==> config.mk <==
export PLATFORM = sky130hd
export DESIGN_NAME = seg7_scan_driver
export DESIGN_NICKNAME = d
export VERILOG_FILES = /design/src/rtl/seg7_scan_driver.sv
export SDC_FILE = /design/constraint.sdc
export NUM_CORES = 1
export LEC_CHECK = 0
export ABC_AREA = 0
export BUFFER_PORTS_ARGS = -buffer_cell sky130_fd_sc_hd__buf_2
export CAP_MARGIN = 20
export CORE_MARGIN = 2
export CORE_UTILIZATION = 40
export DETAILED_ROUTE_END_ITERATION = 10
export PLACE_DENSITY = 0.69
export SETUP_SLACK_MARGIN = 0.2
export SLEW_MARGIN = 20
export SYNTH_ARGS = -nofsm -noshare
export SYNTH_HDL_FRONTEND = slang
export SYNTH_SLANG_ARGS = --single-unit
==> constraint.sdc <==
create_clock -name clk -period 3.07 [get_ports clk]
set_input_delay 0.4605 -clock clk [delete_from_list [all_inputs] [get_ports clk]]
set_output_delay 0.4605 -clock clk [all_outputs]
set_load 0.03 [all_outputs]
==> src/rtl/seg7_scan_driver.sv <==
// rtl/seg7_scan_driver.sv - time-multiplexed 8-digit hex driver for a common-anode seven-segment display

module seg7_scan_driver #(
   parameter int CLK_DIV  = 100000,
   parameter int GUARD    = 4,
   parameter bit BLANK_LZ = 1'b1
) (
   input  logic        clk,
   input  logic        reset,
   input  logic [31:0] value,
   input  logic        hold,
   output logic [7:0]  an,
   output logic [6:0]  seg,
   output logic        dp,
   output logic        frame_done
);

   localparam int                CNT_W     = (CLK_DIV > 1) ? $clog2(CLK_DIV) : 1;
   localparam logic [CNT_W-1:0]  DIV_LAST  = CNT_W'(CLK_DIV - 1);
   localparam logic [CNT_W-1:0]  GUARD_END = CNT_W'(GUARD);

   localparam logic [7:0] AN_OFF  = 8'hFF;
   localparam logic [6:0] SEG_OFF = 7'h7F;

   // Scan state
   logic [CNT_W-1:0] div_cnt_q, div_cnt_d;
   logic [2:0]       dig_q,     dig_d;
   logic [31:0]      snap_q,    snap_d;

   // Registered outputs
   logic [7:0]       an_q,         an_d;
   logic [6:0]       seg_q,        seg_d;
   logic             frame_done_q, frame_done_d;

   // Decode helpers
   logic             tick;
   logic             boundary;
   logic [4:0]       shamt;
   logic [31:0]      snap_shift;
   logic [3:0]       nib;
   logic             lz;
   logic             in_guard;

   // Active-low {g,f,e,d,c,b,a} pattern for one hex nibble
   function automatic logic [6:0] hex_decode(input logic [3:0] n);
      logic [6:0] s;
      case (n)
         4'h0:    s = 7'b1000000;
         4'h1:    s = 7'b1111001;
         4'h2:    s = 7'b0100100;
         4'h3:    s = 7'b0110000;
         4'h4:    s = 7'b0011001;
         4'h5:    s = 7'b0010010;
         4'h6:    s = 7'b0000010;
         4'h7:    s = 7'b1111000;
         4'h8:    s = 7'b0000000;
         4'h9:    s = 7'b0010000;
         4'hA:    s = 7'b0001000;
         4'hB:    s = 7'b0000011;
         4'hC:    s = 7'b1000110;
         4'hD:    s = 7'b0100001;
         4'hE:    s = 7'b0000110;
         default: s = 7'b0001110;
      endcase
      return s;
   endfunction

   // Slot timing, digit selection and leading-zero detection from the current scan state
   always_comb begin
      tick       = (div_cnt_q == DIV_LAST);
      boundary   = tick && (dig_q == 3'd7);
      shamt      = {dig_q, 2'b00};
      // Everything at and above the current digit, right-aligned: its low nibble is the
      // digit itself, and it is zero exactly when this digit is a leading zero.
      snap_shift = snap_q >> shamt;
      nib        = snap_shift[3:0];
      lz         = BLANK_LZ && (dig_q != 3'd0) && (snap_shift == 32'd0);
      in_guard   = (div_cnt_q < GUARD_END);
   end

   // Next-state: divider, digit counter, frame snapshot and the output word for the next cycle
   always_comb begin
      div_cnt_d    = div_cnt_q + CNT_W'(1);
      dig_d        = dig_q;
      snap_d       = snap_q;
      an_d         = AN_OFF;
      seg_d        = SEG_OFF;
      frame_done_d = 1'b0;

      if (tick) begin
         div_cnt_d = '0;
         dig_d     = dig_q + 3'd1;
      end

      // The snapshot only moves on the frame boundary so a frame never mixes two words
      if (boundary) begin
         frame_done_d = 1'b1;
         if (!hold) begin
            snap_d = value;
         end
      end

      // Anodes stay dark at the start of every slot to hide the previous digit's pattern
      if (!in_guard && !lz) begin
         an_d  = ~(8'd1 << dig_q);
         seg_d = hex_decode(nib);
      end
   end

   // State and output registers with synchronous active-low reset
   always_ff @(posedge clk) begin
      if (!reset) begin
         div_cnt_q    <= '0;
         dig_q        <= 3'd0;
         snap_q       <= 32'd0;
         an_q         <= AN_OFF;
         seg_q        <= SEG_OFF;
         frame_done_q <= 1'b0;
      end else begin
         div_cnt_q    <= div_cnt_d;
         dig_q        <= dig_d;
         snap_q       <= snap_d;
         an_q         <= an_d;
         seg_q        <= seg_d;
         frame_done_q <= frame_done_d;
      end
   end

   assign an         = an_q;
   assign seg        = seg_q;
   assign dp         = 1'b1;
   assign frame_done = frame_done_q;

endmodule
==> flow_metrics.py, run 1 <==
metrics = {
    "run_status": {
        "status": "complete, no violations",
    },
    "critical_path": {
        "cp.arrival_ps": 2800,
        "crit_buf_inv": 0,
        "ff2ff_path_depth": 6,
        "cp-start-kind": "register",
        "cp-end-kind": "register",
        "path_max_fanout": 15,
        "cp.depth": 6,
        "crit_slowest_cell": "mux4_2",
        "critical-path-max-stage-delay_ps": 560,
        "cp.required_ps": 3320,
        "cp_top_family": "multiplexers",
        "worstSetupPathType": "reg2reg",
        "cp_cell_sequence": "mux4_2 -> mux2i_2 -> ha_1 -> o311a_1 -> a41oi_4 -> o221ai_1",
    },
    "clock_network": {
        "root_buffer": "clkbuf_8",
        "clkLatencyLatePin_ps": 350,
        "clock-sinks": 68,
        "tritoncts": "yes",
        "cts_made_buffers": 9,
        "cts-htree-levels": 3,
        "clkTransAtPathRegs_ps": 80,
        "post_cts_buffers": 0,
        "clockBufferDepth": 2,
    },
    "synthesis": {
        "ys_ff_latch": 68,
        "yosysTopAreaCell": "dfxtp_1",
        "yosysUniqueCellTypes": 61,
        "synth.area.top_cells": "dfxtp_1 38%, nand2_1 8.7%, a21boi_0 4.8%",
        "synthArstFlopShare": 0,
        "synth.avg_cell_area_um2": 9.08,
        "syn_inst": 393,
        "synth_seq_area_share": 0.381,
        "ys_warn_count": 0,
        "synth_top_area_share": 0.381,
        "synth_enable_flop_cells": 0,
        "synth_flop_cell": "dfxtp_1",
        "syn-cell-area_um2": 3570,
        "syn-num-nets": 440,
    },
    "layout": {
        "final-seq-area_um2": 1360,
        "layout_commonest_cell": "nand2_1",
        "diodes": 0,
        "area_growth_pct": 12.4,
        "stdcell_count": 551,
        "nFillCells": 883,
        "drive_gt1_frac": 0.233,
        "finalNetCount": 485,
        "final_cell_mix": "83 x nand2_1, 66 x dfxtp_1, 50 x buf_2, 33 x nor2_1, 23 x a21boi_0",
        "final_core_util": 0.462,
        "multiInputGateArea_um2": 2010,
    },
    "power": {
        "leakage_nw": 1.50,
        "vdd_drop_max_mv": 0.260,
        "powerDensity_nw_per_um2": 396,
        "fin_total_pwr_mw": 1.59,
    },
    "floorplan": {
        "die_x_um": 98.5,
        "die_y_um": 98.5,
        "io_pins": 52,
        "num_rows": 34,
        "core_area_um2": 8680,
        "start_util": 0.411,
        "dieArea_um2": 9690,
    },
    "placed_design": {
        "gp_congestion": 0.892,
        "placed_cells": 535,
        "portBuffers": 50,
        "dp_hpwl_um": 5660,
    },
    "sta": {
        "fin_skew_ps": 14.1,
        "fmax_mhz": 393,
        "slew_headroom": 0.555,
        "final_hold_viol_count": 0,
        "worstMarginPinSlew_ps": 661,
        "slew_violations": 0,
        "rsz0062_at_grt": "false",
        "period_minus_slack_ps": 2540,
        "finalCritPeriodShare": 0.829,
        "fin_tns_setup_ps": 0,
        "setup_viol": 0,
    },
    "global_routing": {
        "track_usage": 0.167,
        "grt_max_degree": 39,
        "grt_pass1_wl_um": 13200,
        "grt_pass1_vias": 2782,
        "grt_antenna_before_repair": 0,
        "grt.overflow.total": 0,
    },
    "drt": {
        "wl_per_cell_um": 14.1,
        "vias": 2908,
        "drt_first_pass_iters": 4,
        "drtIter0Drc": 212,
        "wl_um": 7770,
        "viasPerCell": 5.28,
        "drc": 0,
        "ant_nets": 0,
    },
    "run": {
        "cap_violations": 0,
    },
    "worst_hold_path": {
        "hold_depth": 3,
        "hold_class": "in2reg",
    },
}
## repair_timing
action,CTS,global route
resized for setup,0,4
endpoints found under the setup margin,0,13
hold buffers,0,0
hold endpoints to repair,0,0
## area by class of cell
| cell class | count | area share |
|---|---|---|
| sequential | 68 | 0.340 |
| clock inverter | 4 | 0.00655 |
| tap | 108 | 0.0337 |
| timing repair buffer | 58 | 0.0774 |
| multi-input combinational | 294 | 0.502 |
| clock buffer | 12 | 0.0337 |
| inverter | 7 | 0.00655 |
## cell usage after synthesis, types with 7 or more instances
cell type and count:
mux2i_1 8, buf_6 9, mux4_2 7, ha_1 12, a21boi_0 23, xnor2_1 7, xor2_1 9, nand3_1 11
a21boi_1 9, nand2_1 83, clkbuf_1 10, dfxtp_1 68, nor2_1 33, nor3_1 9
## kinds of logic after synthesis
kind of cell | Yosys count | synth area share
adder cells (fa/ha/maj) | 12 | 0.0421
AO/OA/AOI/OAI | 73 | 0.178
flip-flops | 68 | 0.381
multiplexers | 20 | 0.0831
other | 1 | 0.00105
buffers and inverters | 31 | 0.0561
XOR/XNOR | 16 | 0.0393
AND/OR/NAND/NOR | 172 | 0.219
## through the flow
step                      area (µm²)  setup slack, ps  hold WS [ps]
after floorplan                 3570              557           430
after global placement          3840              526           443
after detailed placement        3840              321           457
after CTS                       4000              298           344
after global routing            4010              328           350
final                           4010              526           352
## routing by layer
layer  part of all wire  vias to the layer above  wire length (µm)  GRT usage
met5                  0                        -                 0          0
met4              0.014                        0               106     0.0506
met3              0.052                       12               402     0.0482
met2               0.44                       73              3440      0.253
met1               0.49                     1366              3830      0.231
li1                   -                     1457                 -          -
## final timing paths
path,slack [ps],startpoint,end
max,530,dig_q[0],seg[5]
min,350,value[21],snap_q[21]
max reg2reg,530,dig_q[0],seg[5]
min reg2reg,470,snap_q[1],snap_q[1]
## power breakdown
part | internal (mW) | switching (mW) | leakage, nW | total (mW)
clock | 0.293 | 0.340 | 0.0803 | 0.633
sequential | 0.889 | 0.00405 | 0.550 | 0.893
combinational | 0.0312 | 0.0334 | 0.867 | 0.0647
## flip-flops by register name, summed over array words and instances, names as in the netlist
name / count
snap_q: 32
dig_q: 3
seg: 7
frame_done: 1
an: 8
div_cnt_q: 17
## worst reg2reg max path, cell delays in order, from the launching register on
cell,delay [ps]
dfxtp_2,430
mux4_2,560
mux2i_2,330
ha_1,300
o311a_1,240
a41oi_4,280
o221ai_1,310
Note: power is estimated with default switching activity, not from simulation.
==> inputs of run 2 (changes only) <==
==> constraint.sdc (replaced) <==
create_clock -name clk -period 2.4 [get_ports clk]
set_input_delay 0.36 -clock clk [delete_from_list [all_inputs] [get_ports clk]]
set_output_delay 0.36 -clock clk [all_outputs]
set_load 0.03 [all_outputs]
==> run 2 against run 1 <==
  * Via count is 2.4% higher
  * Setup slack worse by 300 ps
  * Largest power group unchanged
  * Critical endpoint is now an[0]
  * Core utilization is 4.0 points higher
  * Highest routed layer unchanged
==> flow_metrics.py, run 2 (synthesized netlist as in run 1, its figures left out) <==
metrics = {
    "critical_path": {
        "ff2ff_path_depth": 7,
        "r2r_end": "an[0]",
        "critical-path-max-stage-delay_ps": 550,
        "cp.arrival_ps": 2450,
        "path_max_fanout": 10,
        "cp.depth": 7,
        "crit_start": "dig_q[0]",
        "r2r_slack_ps": 230,
        "worstSetupPathType": "reg2reg",
        "cp.required_ps": 2680,
        "reg2reg_from": "dig_q[0]",
        "cp-start-kind": "register",
        "crit_end": "an[0]",
        "cp-end-kind": "register",
        "cp_top_family": "multiplexers",
        "crit_buf_inv": 1,
        "crit_slowest_cell": "mux4_2",
        "cp_cell_sequence": "mux4_2 -> mux2i_4 -> ha_4 -> o311a_4 -> a41oi_4 -> buf_12 -> o21bai_2",
    },
    "clock_network": {
        "clkLatencyLatePin_ps": 350,
        "cts_hold_buf": 0,
        "root_buffer": "clkbuf_8",
        "clock-sinks": 68,
        "cts-htree-levels": 3,
        "clkTransAtPathRegs_ps": 70,
        "clockBufferDepth": 2,
        "cts_made_buffers": 9,
        "tritoncts": "yes",
    },
    "sta": {
        "slew_violations": 0,
        "hold-worst-slack_ps": 241,
        "fin_tns_setup_ps": 0,
        "slew_headroom": 0.499,
        "rsz0062_at_grt": "true",
        "setup_ws_ps": 230,
        "period_minus_slack_ps": 2170,
        "final_hold_viol_count": 0,
        "fmax_mhz": 461,
        "fin_skew_ps": 6.28,
        "setup_viol": 0,
        "worstMarginPinSlew_ps": 744,
        "finalCritPeriodShare": 0.904,
    },
    "layout": {
        "final_cell_mix": "83 x nand2_1, 67 x dfxtp_1, 50 x buf_2, 33 x nor2_1, 23 x a21boi_0",
        "stdcell_count": 568,
        "layout_commonest_cell": "nand2_1",
        "drive_gt1_frac": 0.283,
        "largest_reg_flops": 32,
        "finalNetCount": 502,
        "largest-register": "snap_q",
        "diodes": 0,
        "area_growth_pct": 22.2,
    },
    "drt": {
        "vias": 2979,
        "drc": 0,
        "viasPerCell": 5.24,
        "ant_nets": 0,
        "drt_first_pass_iters": 4,
        "wl_per_cell_um": 14.4,
        "wl_um": 8190,
        "drtIter0Drc": 130,
    },
    "placed_design": {
        "placed_cells": 546,
        "gp_congestion": 0.952,
        "dp_hpwl_um": 5900,
        "place_ws_ps": -126,
        "portBuffers": 50,
    },
    "power": {
        "power_frac_clock": 0.471,
        "swShare": 0.215,
        "p_seq_frac": 0.490,
        "internal_power_mw": 1.83,
        "vdd_drop_max_mv": 0.286,
        "power_frac_comb": 0.038,
        "leakage_nw": 1.64,
        "p_sw_mw": 0.501,
        "powerDensity_nw_per_um2": 534,
    },
    "run": {
        "cap_violations": 0,
    },
    "global_routing": {
        "grt_antenna_before_repair": 0,
        "track_usage": 0.176,
        "grt_max_degree": 39,
        "grt_pass1_wl_um": 13700,
        "grt.overflow.total": 0,
        "grt_pass1_vias": 2820,
    },
    "floorplan": {
        "die_y_um": 98.5,
        "start_util": 0.411,
        "core_area_um2": 8680,
        "dieArea_um2": 9690,
        "io_pins": 52,
        "num_rows": 34,
        "die_x_um": 98.5,
    },
    "worst_hold_path": {
        "hold_class": "in2reg",
    },
    "run_status": {
        "status": "complete, no violations",
    },
}
==> run 2: changes by cell type in the layout (fill, tap and decap cells not counted), sizes merged <==
cell      before  now
inv            7    8
clkinv         3    2
clkinvlp       1    0
buf           58   75
bufinv         0    2
clkbuf        12   11
==> run 2: metal layers <==
metal,wire length [µm],vias up,track usage
li1,-,1500,-
met1,3880,1380,0.244
met2,3720,83,0.261
met3,395,16,0.0348
met4,198,0,0.0906
met5,0,-,0
==> run 2: area by class of cell <==
| type | instances | area [µm²] |
|---|---|---|
| clock inverter | 5 | 82.6 |
| inverter | 7 | 26.3 |
| sequential | 68 | 1370 |
| multi-input combinational | 294 | 2100 |
| clock buffer | 11 | 151 |
| tap | 108 | 135 |
| timing repair buffer | 75 | 499 |
| fill | 844 | 4320 |
==> run 2: power groups by stage <==
| stage | clock (mW) | combinational, mW | sequential [mW] |
|---|---|---|---|
| floorplan | 0 | 0.0378 | 1.18 |
| finish | 1.10 | 0.0887 | 1.14 |
| global placement | 0 | 0.0831 | 1.17 |
| detailed placement | 0 | 0.0851 | 1.17 |
| CTS | 1.12 | 0.0895 | 1.14 |
| global route | 1.17 | 0.0986 | 1.14 |
==> run 2: how the worst min path moves through the flow <==
stage / from / end / slack (ps) / cells past startpoint
6_report: value[20] / snap_q[20] / 240 / 3
5_1_grt: value[24] / snap_q[24] / 250 / 3
4_1_cts: value[22] / snap_q[22] / 230 / 3
3_5_place_dp: div_cnt_q[0] / div_cnt_q[0] / 450 / 1
3_3_place_gp: div_cnt_q[0] / div_cnt_q[0] / 440 / 1
2_1_floorplan: div_cnt_q[0] / div_cnt_q[0] / 430 / 1
==> run 2: worst min-delay path, cell delays in order <==
cell	delay, ps
buf_2	90
nand2_1	50
a21boi_1	50
==> run 2: through the flow <==
| stage | utilization | instance area, µm² | total power, mW |
|---|---|---|---|
| 2_1_floorplan | - | 3590 | 1.22 |
| 3_3_place_gp | 0.457 | 3970 | 1.25 |
| 3_5_place_dp | 0.457 | 3970 | 1.25 |
| 4_1_cts | 0.495 | 4290 | 2.35 |
| 5_1_grt | 0.502 | 4360 | 2.41 |
| 6_report | 0.502 | 4360 | 2.33 |
==> run 2: what timing repair did <==
action,CTS,global route
gates resized for setup,5,13
buffers inserted,5,1
setup endpoints to repair,15,13
pin swaps,2,1
==> inputs of run 3 (changes only) <==
==> constraint.sdc (replaced) <==
create_clock -name clk -period 2.15 [get_ports clk]
set_input_delay 0.3225 -clock clk [delete_from_list [all_inputs] [get_ports clk]]
set_output_delay 0.3225 -clock clk [all_outputs]
set_load 0.03 [all_outputs]
==> run 3 against run 2 <==
  * Final area grew 3.6%
  * Via count rose by 1.2%
  * Die area unchanged
  * Final cell count up 3.3%
  * Clock power grew 4%
  * Worst hold slack lost 30 ps
  * Combinational power increased by 14%
  * Sequential cell count did not move
  * Critical path type unchanged
==> flow_metrics.py, run 3 (synthesized netlist as in run 1, its figures left out) <==
metrics = {
    "run_status": {
        "status": "complete, no violations",
    },
    "global_routing": {
        "grt.overflow.total": 0,
        "grt_pass1_wl_um": 13800,
        "grt_max_degree": 39,
        "grt_antenna_before_repair": 0,
        "grt.busiest_layer": "met2",
        "use_met2": 0.276,
        "use_met3": 0.0390,
        "grt_pass1_vias": 2899,
        "track_usage": 0.175,
        "use_met1": 0.237,
    },
    "drt": {
        "wl_per_cell_um": 14.2,
        "drt_first_pass_iters": 4,
        "vias": 3016,
        "wl_um": 8320,
        "drtIter0Drc": 114,
        "drc": 0,
        "viasPerCell": 5.14,
        "ant_nets": 0,
    },
    "critical_path": {
        "cp.arrival_ps": 2380,
        "crit_buf_inv": 1,
        "ff2ff_path_depth": 7,
        "cp-start-kind": "register",
        "cp.required_ps": 2410,
        "cp-end-kind": "register",
        "worstSetupPathType": "reg2reg",
        "cp_cell_sequence": "mux4_2 -> mux2i_4 -> ha_2 -> o311a_1 -> a41oi_4 -> buf_12 -> o221ai_2",
        "cp_top_family": "multiplexers",
        "path_max_fanout": 15,
        "crit_slowest_cell": "mux4_2",
        "critical-path-max-stage-delay_ps": 560,
        "r2r_slack_ps": 30,
        "r2r_end": "seg[6]",
        "reg2reg_from": "dig_q[0]",
        "crit_start": "dig_q[0]",
    },
    "power": {
        "leakage_nw": 1.73,
        "fin_total_pwr_mw": 2.52,
        "vdd_drop_max_mv": 0.408,
        "powerDensity_nw_per_um2": 557,
    },
    "clock_network": {
        "clkTransAtPathRegs_ps": 70,
        "clkLatencyLatePin_ps": 340,
        "cts-htree-levels": 3,
        "root_buffer": "clkbuf_8",
        "clock-sinks": 68,
        "cts_made_buffers": 9,
        "tritoncts": "yes",
        "clockBufferDepth": 2,
    },
    "layout": {
        "area_growth_pct": 26.6,
        "largest-register": "snap_q",
        "stdcell_count": 587,
        "finalNetCount": 522,
        "layout_commonest_cell": "nand2_1",
        "final_core_util": 0.520,
        "stdcell_area_um2": 4520,
        "largest_reg_flops": 32,
        "drive_gt1_frac": 0.328,
        "diodes": 0,
        "final_cell_mix": "83 x nand2_1, 65 x dfxtp_1, 50 x buf_2, 38 x buf_4, 33 x nor2_1",
    },
    "sta": {
        "slew_violations": 0,
        "fmax_mhz": 472,
        "fin_tns_setup_ps": 0,
        "period_minus_slack_ps": 2120,
        "setup_viol": 0,
        "finalCritPeriodShare": 0.986,
        "rsz0062_at_grt": "true",
        "final_hold_viol_count": 0,
        "fin_skew_ps": 9.41,
    },
    "floorplan": {
        "die_y_um": 98.5,
        "die_x_um": 98.5,
        "start_util": 0.411,
        "core_area_um2": 8680,
        "num_rows": 34,
        "dieArea_um2": 9690,
        "io_pins": 52,
    },
    "placed_design": {
        "dpl_cell_area_um2": 4150,
        "portBuffers": 50,
        "gp_congestion": 0.902,
        "dp_hpwl_um": 6040,
        "placed_cells": 567,
    },
    "run": {
        "cap_violations": 0,
    },
    "worst_hold_path": {
        "hold_depth": 3,
        "hold_class": "in2reg",
        "min_to": "snap_q[31]",
        "worstHoldStart": "value[31]",
    },
}
run 3: how the worst max path moves through the flow:
stage             end  depth (start not counted)
6_report       seg[6]                          7
5_1_grt        seg[2]                          7
4_1_cts        seg[6]                          7
3_5_place_dp   seg[6]                          6
3_3_place_gp   seg[5]                          6
2_1_floorplan   an[2]                          9
run 3: repair_timing:
action / in CTS / in global routing
pin swaps: 3 / 5
resized for setup: 11 / 14
cloned: 0 / 1
endpoints found under the setup margin: 22 / 47
hold buffers: 0 / 0
buffers inserted: 2 / 2
run 3: final cells by class:
cell class / instances / area (µm²)
timing repair buffer: 95 / 676
clock buffer: 11 / 141
inverter: 7 / 26.3
clock inverter: 4 / 73.8
fill: 838 / 4160
tap: 108 / 135
multi-input combinational: 294 / 2100
sequential: 68 / 1370
run 3: power breakdown:
part	internal, mW	switching (mW)
Clock	0.679	0.463
Combinational	0.0524	0.0491
Sequential	1.27	0.00632
Total	2.00	0.518
run 3: metrics by stage:
step / hold slack [ps] / setup WS (ps)
2_1_floorplan: 430 / -173
3_3_place_gp: 442 / -72.8
3_5_place_dp: 453 / -162
4_1_cts: 199 / 13.1
5_1_grt: 213 / -53.8
6_report: 210 / 29.1
run 3: worst min-delay path, stage by stage:
cell and delay [ps]:
buf_2 90, nand2_1 40, a21boi_1 50
run 3: per-layer routing:
layer | share of wire | vias to the layer above
li1 | - | 1536
met1 | 0.47 | 1392
met2 | 0.46 | 69
met3 | 0.045 | 19
met4 | 0.023 | 0
met5 | 0 | -
